$ cat config.mk
export PLATFORM = sky130hd
export DESIGN_NAME = seg7_capture
export DESIGN_NICKNAME = d
export VERILOG_FILES = /design/src/rtl/seg7_capture.sv
export SDC_FILE = /design/constraint.sdc
export NUM_CORES = 1
export LEC_CHECK = 0
export CORE_UTILIZATION = 56
export DETAILED_ROUTE_END_ITERATION = 6
export MAX_ROUTING_LAYER = met4
export PLACE_DENSITY_LB_ADDON = 0.05
export SLEW_MARGIN = 40
export SYNTH_ARGS = -nofsm -noshare
export SYNTH_HDL_FRONTEND = slang
export SYNTH_SLANG_ARGS = --single-unit
$ cat constraint.sdc
create_clock -name i_clk -period 4.45 [get_ports i_clk]
set_input_delay 0.445 -clock i_clk [delete_from_list [all_inputs] [get_ports i_clk]]
set_output_delay 0.445 -clock i_clk [all_outputs]
set_load 0.02 [all_outputs]
$ cat src/rtl/seg7_capture.sv
// seg7_capture: recovers settled BCD digits from a multiplexed active-low 7-segment bus.
// Each one-hot dwell yields a single sample, and a digit commits after STABLE identical samples.
module seg7_capture #(
  parameter int NDIG   = 4,
  parameter int SETTLE = 2,
  parameter int STABLE = 3,
  localparam int IW    = (NDIG > 1) ? $clog2(NDIG) : 1
) (
  input  logic              i_clk,
  input  logic              i_reset,
  input  logic [6:0]        i_seg7,
  input  logic [NDIG-1:0]   i_dig_sel,
  output logic [4*NDIG-1:0] o_dout,
  output logic [NDIG-1:0]   o_valid,
  output logic [NDIG-1:0]   o_err,
  output logic              o_upd,
  output logic [IW-1:0]     o_upd_idx
);
  localparam logic [4:0] LSAMP = 5'(SETTLE);
  localparam logic [4:0] LMAX  = 5'(SETTLE + 1);
  localparam logic [2:0] ST    = 3'(STABLE);
  logic [NDIG-1:0] r_sel;
  logic [4:0]      r_len;
  logic [6:0]      r_cand [NDIG];
  logic [2:0]      r_mcnt [NDIG];
  logic            w_onehot, w_same, w_sample, w_match, w_commit;
  logic            w_is_dec, w_is_blank;
  logic [3:0]      w_dec;
  logic [2:0]      w_cnt, w_ncnt;
  logic [IW-1:0]   w_idx;
  assign w_onehot = $onehot(i_dig_sel);
  assign w_same   = w_onehot && (i_dig_sel == r_sel);
  // the dwell reaches SETTLE+1 cycles exactly when the stored length equals SETTLE
  assign w_sample = w_same && (r_len == LSAMP);
  assign w_cnt    = r_mcnt[w_idx];
  assign w_match  = (i_seg7 == r_cand[w_idx]);
  assign w_ncnt   = w_match ? ((w_cnt == ST) ? ST : w_cnt + 3'd1) : 3'd1;
  assign w_commit = w_sample && (w_ncnt == ST) && !(w_match && (w_cnt == ST));
  always_comb begin
    w_idx = '0;
    for (int k = 0; k < NDIG; k++)
      if (i_dig_sel[k]) w_idx = IW'(k);
  end
  always_comb begin
    w_dec      = 4'd0;
    w_is_dec   = 1'b1;
    w_is_blank = 1'b0;
    case (i_seg7)
      7'b1000000: w_dec = 4'd0;
      7'b1111001: w_dec = 4'd1;
      7'b0100100: w_dec = 4'd2;
      7'b0110000: w_dec = 4'd3;
      7'b0011001: w_dec = 4'd4;
      7'b0010010: w_dec = 4'd5;
      7'b0000010: w_dec = 4'd6;
      7'b1111000: w_dec = 4'd7;
      7'b0000000: w_dec = 4'd8;
      7'b0010000: w_dec = 4'd9;
      7'b1111111: begin
        w_is_dec   = 1'b0;
        w_is_blank = 1'b1;
      end
      default: w_is_dec = 1'b0;
    endcase
  end
  always_ff @(posedge i_clk) begin
    if (i_reset) begin
      r_sel <= '0;
      r_len <= '0;
    end else begin
      r_sel <= i_dig_sel;
      r_len <= !w_onehot ? 5'd0 : !w_same ? 5'd1 : (r_len == LMAX) ? r_len : r_len + 5'd1;
    end
  end
  always_ff @(posedge i_clk) begin
    if (i_reset) begin
      for (int k = 0; k < NDIG; k++) begin
        r_cand[k] <= 7'h7f;
        r_mcnt[k] <= 3'd0;
      end
      o_dout    <= '0;
      o_valid   <= '0;
      o_err     <= '0;
      o_upd     <= 1'b0;
      o_upd_idx <= '0;
    end else begin
      o_upd <= w_commit;
      if (w_sample) begin
        r_cand[w_idx] <= i_seg7;
        r_mcnt[w_idx] <= w_ncnt;
      end
      if (w_commit) begin
        o_upd_idx      <= w_idx;
        o_valid[w_idx] <= w_is_dec;
        o_err[w_idx]   <= !w_is_dec && !w_is_blank;
        if (w_is_dec) o_dout[4*w_idx +: 4] <= w_dec;
      end
    end
  end
endmodule

## Word level (Yosys, flattened, before mapping)

Memory sizes are Yosys's and may differ from the RTL's.
Cells that the tools add are included.

| word-level totals | value |
|---|---|
| register bits after elaboration | 36 |
| latch bits | 0 |
| bits in writable memories | 40 |
| memory bits (read-only) | 0 |
| output and inout port bits | 27 |
| word-level logic and storage cells | 83 |
| memories | 2 |

| operators by class | value |
|---|---|
| add/subtract/negate cells | 6 |
| $mul | 0 |
| div/mod/pow operators | 0 |
| $lt $le $gt $ge | 2 |
| equality and inequality tests | 18 |
| shifts and indexed selects | 2 |
| muxes and demuxes | 26 |
| bitwise operators | 2 |
| reductions and logical operators | 17 |

Memory list:

| memory | words | width | read ports | clocked after memory_dff | write ports | RTL line | source |
|---|---|---|---|---|---|---|---|
| r_cand | 4 | 7 | 1 | 0 | 4 | 24 | `logic [6:0] r_cand [NDIG];` |
| r_mcnt | 4 | 3 | 1 | 0 | 4 | 25 | `logic [2:0] r_mcnt [NDIG];` |

Operator list:

| kind | number |
|---|---|
| $pmux 4 s9 | 1 |
| $neg 4->34 | 1 |
| $shift 4x34->16 const A | 1 |
| $shiftx 4x34->16 | 1 |
| $eq 7x7->1 const B | 4 |
| $eq 7x5->1 const B | 3 |
| $bwmux 16 | 1 |
| $eq 7x6->1 const B | 2 |
| $mux 1 | 13 |
| $eq 5x2->1 const B | 2 |
| $reduce_or 10->1 | 1 |
| $mux 3 | 3 |
| $bwmux 4 | 2 |
| $mux 2 | 4 |
| $eq 7x2->1 const B | 1 |
| $eq 7x7->1 | 1 |
| $logic_and 1x1->1 | 7 |
| $logic_not 7->1 | 1 |
| $mux 7 | 1 |
| $reduce_or 7->1 | 1 |
| $eq 3x2->1 const B | 2 |
| $reduce_or 3->1 | 2 |
| $add 5x1->5 const B | 1 |
| $add 1x1->2 | 2 |
| other kinds (12) | 15 |

## Logic depth before layout (Yosys ltp)

An unclocked memory read counts as a cell.

| logic depth | value |
|---|---|
| depth after elaboration | 11 |
| mapped depth | 13 |

## Least setup slack after synthesis

No wires, ideal clock.

| path | value |
|---|---|
| path kind | in2reg |
| start | input port i_dig_sel[1] |
| end | register o_dout[10] |
| arrival time | 3.562 ns |
| data required time | 4.329 ns |
| slack | 0.767 ns |
| stages on the path | 13 |
| buffers on the path | 3 |
| cells stage by stage | buf_6 > buf_6 > inv_1 > fa_1 > inv_1 > ha_1 > ha_1 > or3b_2 > nor3b_4 > nand4b_4 > or4_4 > buf_6 > mux2_4 |

| on the way | value |
|---|---|
| longest elaborated chain between the ends | 11 |
| elaborated cells on any way between the ends | 26 |
| classes of those cells | add/sub (4); eq/ne (5); shift (2); mux (6); reduce/logical (7); memory (2) |

RTL lines:

| what | RTL line | source |
|---|---|---|
| start: declaration | 12 | `input logic [NDIG-1:0] i_dig_sel,` |
| $mux 1 | 42 | `if (i_dig_sel[k]) w_idx = IW'(k);` |
| $mux 2 (2 in a row) | 42 |  |
| $mem_v2 4x3 | -- |  |
| $add 3x1->3 / $eq 3x2->1 (equally long branches) | 37, 38 |  |
| $mux 3 (2 in a row) | 37 | `assign w_ncnt = w_match ? ((w_cnt == ST) ? ST : w_cnt + 3'd1) : 3'd1;` |
| $eq 3x2->1 | 38 | `assign w_commit = w_sample && (w_ncnt == ST) && !(w_match && (w_cnt == ST));` |
| $logic_and 1x1->1 (2 in a row) | 38 |  |
| $reduce_and 2->1 (no source line) | -- |  |
| end signal: indexed assignment | 96 | `if (w_is_dec) o_dout[4*w_idx +: 4] <= w_dec;` |
| end: declaration | 13 | `output logic [4*NDIG-1:0] o_dout,` |

Parallel ways exist; a longest one is shown, timed or not.
A chain may end at the register's enable or synchronous reset.

## Worst setup path in the final report

| path | value |
|---|---|
| start | input port i_dig_sel[0] |
| end | register o_dout[10] |

| on the way | value |
|---|---|
| longest elaborated chain between the ends | 8 |
| elaborated cells on any way between the ends | 9 |
| classes of those cells | add/sub (2); eq/ne (2); reduce/logical (5) |

RTL lines:

| what | RTL line | source |
|---|---|---|
| $add 1x1->2 (not written as such) | 31 | `assign w_onehot = $onehot(i_dig_sel);` |
| $add 2x2->3 (not written as such) | 31 |  |
| $eq 3x1->1 | 31 |  |
| $logic_and 1x1->1 (*) | 32 | `assign w_same = w_onehot && (i_dig_sel == r_sel);` |
| $logic_and 1x1->1 (*) | 34 | `assign w_sample = w_same && (r_len == LSAMP);` |
| $logic_and 1x1->1 (*) (2 in a row) | 38 |  |
| $reduce_and 2->1 (no source line) (*) | -- |  |

Mark *: on every way between the ends. The rest lies on a longest branch, timed or not.

==> out/summary.log <==
INFO  setup_path     ff_to_ff_setup_slack=1.75ns
INFO  synth          synth_xor_area_frac=0.0560
INFO  clocking       post_cts_resize_count=0
INFO  pwr            vdd.ir_drop.worst=0.168mV
INFO  synth          compound_gate_fraction_of_synth_area=0.0681
INFO  placed_design  routabilityCongestion=0.863
INFO  global_routing combined_global_route_utilization_of_all_metal_layers=0.265
INFO  setup_path     critical_path.max_fanout=13
INFO  drt            drt_pre_antenna_iters=4
INFO  layout         syn_to_final_growth=15.9%
INFO  drt            routed_wire_length_per_instance=17.1um
INFO  sta            fraction_of_the_cycle_the_final_worst_path_needs=0.852
INFO  synth          seq_area_frac_synth=0.475
INFO  setup_path     cp_num_cells=11
INFO  setup_path     setup_crit_end=o_dout[10]
INFO  floorplanning  initial_core_util=0.589
INFO  sta            max_clock_freq=264MHz
INFO  synth          post_synth_most_frequent_cells=sky130_fd_sc_hd__nand2_1 (41), sky130_fd_sc_hd__edfxtp_1 (40), sky130_fd_sc_hd__dfxtp_1 (36)
INFO  setup_path     crit_type=input pin to flip-flop
INFO  clocking       htree_num_levels=3
INFO  sta            timing_hold_violations_final=0
INFO  drt            post_route_wl=8.87mm
INFO  synth          yosys.cell_types.count=56
INFO  global_routing grt_max_degree=26
INFO  synth          syn_avg_cell_area=10.5um2
INFO  layout         fill_cells=542
INFO  setup_path     critical_path_buf_inv_count=3
INFO  setup_path     crit-reg2reg-capture=o_dout[10]
INFO  setup_path     cp_data_required_time=4.69ns
INFO  synth          synth_top_area_cell=sky130_fd_sc_hd__edfxtp_1
INFO  drt            drc=0
INFO  placed_design  place.detailed.hpwl=6.42mm
INFO  synth          async_flop_share=0
INFO  setup_path     ff2ff_path_depth=9
INFO  setup_path     cp-startpoint=i_dig_sel[0]
INFO  status         status=completed
INFO  pwr            power.total=1460uW
INFO  global_routing number_of_antenna_violations_at_the_first_check_in_global_routing=0
INFO  sta            hold_slack=0.463ns
INFO  synth          synthTopCellsByArea=sky130_fd_sc_hd__edfxtp_1 (30%), sky130_fd_sc_hd__dfxtp_1 (18%), sky130_fd_sc_hd__mux2i_1 (7.2%)
INFO  sta            final-setup-viol-count=0
INFO  setup_path     cp_slowest_cell=sky130_fd_sc_hd__or4_4
INFO  clocking       post_cts.repair.setup_buffers=0
INFO  min_path       hold_class=flip-flop to flip-flop
INFO  clocking       clock-sinks=76
INFO  synth          edff_count_synth=40
INFO  synth          synthCells=384
INFO  placed_design  port_buffers=39
INFO  synth          synthDominantCellAreaShare=0.297
INFO  floorplanning  std_cell_rows=30
INFO  setup_path     startpoint_type=input pin
INFO  layout         design.final.nets=438
INFO  placed_design  dp_slack=0.276ns
INFO  layout         antennaDiodeCount=0
INFO  pwr            total_leakage_power=0.00158uW
INFO  floorplanning  die_area=0.00756mm2
INFO  global_routing grt_pass1_vias=2,861
INFO  synth          synth.net_count=403
INFO  pwr            power_per_cell_area=311mW/mm2
INFO  sta            finalMaxSlewViolations=0
INFO  sta            totalNegativeSetupSlack=0ns
INFO  clocking       numCtsBuffers=9
INFO  setup_path     cp_top_family=simple AND/OR/NAND/NOR gates
INFO  sta            clock-skew-final=0.0101ns
INFO  clocking       clk_transition_reported_paths=0.08ns
INFO  synth          postSynthRegisterBits=76
INFO  setup_path     worstPathArrival=4.03ns
INFO  synth          leading_cell_type_by_number_of_instances_after_synthesis=sky130_fd_sc_hd__nand2_1
INFO  global_routing overflow=0
INFO  layout         seqCellArea=0.00192mm2
INFO  synth          post_synth_mux_area_share=0.0931
INFO  synth          synth_area_in_simple_gates=0.238
INFO  sta            final.min_clock_period=3.79ns
INFO  drt            vias_per_cell=5.64
INFO  synth          synth_warnings=0
INFO  clocking       root_buffer=sky130_fd_sc_hd__clkbuf_8
INFO  synth          ys.flop_type=sky130_fd_sc_hd__edfxtp_1
INFO  layout         final_layout_size_suffix_gt1_frac=0.139
INFO  setup_path     critPathCaptureType=flip-flop
INFO  sta            crit_path_setup_slack_layout=0.657ns
INFO  floorplanning  die_y=87.0um
INFO  synth          synth_area=0.00404mm2
INFO  clocking       cts_tree=yes
INFO  floorplanning  io_pins=40
INFO  sta            rsz0062_at_grt=false
INFO  clocking       worst_skew_pair.late_latency=0.35ns
INFO  synth          synthAdderAreaFrac=0.0204
INFO  sta            relSlewSlack=0.566
INFO  floorplanning  die_w=87.0um
INFO  clocking       clockBufferDepth=2
INFO  layout         multi_input_area=0.00192mm2
INFO  setup_path     max_stage_delay=0.63ns
INFO  setup_path     critical_path.cell_chain=clkdlybuf4s50_1 -> inv_1 -> fa_1 -> inv_1 -> ha_1 -> ha_1 -> or3b_2 -> nor3b_4 -> nand4b_4 -> or4_4 -> mux2_4
INFO  run            max_cap_viol_count=0
INFO  drt            postRouteAntennaNets=0
INFO  drt            initialDrtViolationCount=195
INFO  global_routing grt_pass1_wl=14.6mm
INFO  setup_path     timing.rr.start=r_mcnt[1][1]
INFO  drt            dr_total_vias=2,931
INFO  synth          combinational_family_with_the_most_area_after_synthesis=simple AND/OR/NAND/NOR gates
INFO  sta            worst_pin_slew=0.649ns
INFO  clocking       quantity_of_hold_fixing_buffers_added_after_cts=0
INFO  floorplanning  core-area=0.00687mm2
[through the flow]
step	utilization	cells	instance area (um2)
after detailed placement	0.651	504	4470
after global routing	0.682	520	4690
final	0.682	520	4690
after floorplan	-	384	4040
after global placement	0.651	504	4470
after CTS	0.682	520	4690
[worst reg2reg max path: stages, from the launching register on]
cell,delay [ns]
sky130_fd_sc_hd__edfxtp_1,0.36
sky130_fd_sc_hd__mux2i_1,0.18
sky130_fd_sc_hd__nor2_1,0.06
sky130_fd_sc_hd__a21oi_1,0.13
sky130_fd_sc_hd__o21ai_0,0.12
sky130_fd_sc_hd__ha_1,0.28
sky130_fd_sc_hd__xor2_2,0.27
sky130_fd_sc_hd__nand4b_4,0.25
sky130_fd_sc_hd__or4_4,0.64
sky130_fd_sc_hd__mux2_4,0.32
[report_power, final]
part	switching [uW]	internal, uW	leakage, uW
Clock	254	315	0.000113
Sequential	3.87	743	0.000616
Combinational	90.7	52.4	0.000847
Total	349	1110	0.00158
[metal layers]
| layer | vias up | GRT usage | share of wire |
|---|---|---|---|
| met5 | - | - | 0 |
| met2 | 78 | 0.408 | 0.47 |
| met3 | 13 | 0.0417 | 0.062 |
| li1 | 1432 | - | - |
| met1 | 1408 | 0.359 | 0.45 |
| met4 | 0 | 0.0909 | 0.014 |
[registers in the layout (all words and copies together) (netlist names), 2 cells and up]
| register | flops |
|---|---|
| o_dout | 16 |
| r_mcnt | 12 |
| r_len | 5 |
| o_upd_idx | 2 |
| o_valid | 4 |
| r_sel | 4 |
| r_cand | 28 |
| o_err | 4 |
[logic make-up after synthesis]
kind of cell             Yosys count
AND/OR/NAND/NOR                  171
buffers and inverters             35
multiplexers                      36
XOR/XNOR                          25
AO/OA/AOI/OAI                     35
adder cells (fa/ha/maj)            6
flip-flops                        76
[cell type report]
class                   instances  share of cell area
clock buffers                  13              0.0371
well taps                      96              0.0256
inverters                       9             0.00721
clock inverters                 3             0.00881
flip-flops and latches         76               0.410
multi-input cells             273               0.410
repair buffers                 50               0.101
[cell usage in the layout, fill, tap and decap left out, types with 3 or more instances in the layout]
cell type                          n
sky130_fd_sc_hd__nor3b_1           7
sky130_fd_sc_hd__edfxtp_1         40
sky130_fd_sc_hd__a22oi_1           7
sky130_fd_sc_hd__mux2_2            3
sky130_fd_sc_hd__nor3_1           21
sky130_fd_sc_hd__o21ai_0           5
sky130_fd_sc_hd__and3_1            4
sky130_fd_sc_hd__or3_1            10
sky130_fd_sc_hd__buf_4            11
sky130_fd_sc_hd__ha_1              5
sky130_fd_sc_hd__nand3_1           7
sky130_fd_sc_hd__nor2b_1           9
sky130_fd_sc_hd__a21oi_1           4
sky130_fd_sc_hd__o21a_1            4
sky130_fd_sc_hd__or2_2            15
sky130_fd_sc_hd__clkdlybuf4s50_1  39
sky130_fd_sc_hd__inv_1             9
sky130_fd_sc_hd__nor4_1            4
sky130_fd_sc_hd__mux2i_1          29
sky130_fd_sc_hd__clkbuf_8         10
sky130_fd_sc_hd__nor2_1           31
sky130_fd_sc_hd__xor2_1            6
sky130_fd_sc_hd__and2_1            3
sky130_fd_sc_hd__dfxtp_1          36
sky130_fd_sc_hd__nand2_1          41
sky130_fd_sc_hd__xnor2_1          18
[worst min-delay path by stage]
stage          startpoint         end  slack, ns  cells past startpoint
2_1_floorplan    r_len[4]    r_len[4]       0.48                      2
3_3_place_gp    o_dout[7]   o_dout[7]       0.45                      2
3_5_place_dp     o_err[0]    o_err[0]       0.45                      2
4_1_cts        o_dout[14]  o_dout[14]       0.47                      2
5_1_grt        o_dout[14]  o_dout[14]       0.48                      2
6_report        o_dout[5]   o_dout[5]       0.46                      2
Note: power is estimated with default switching activity, not from simulation.
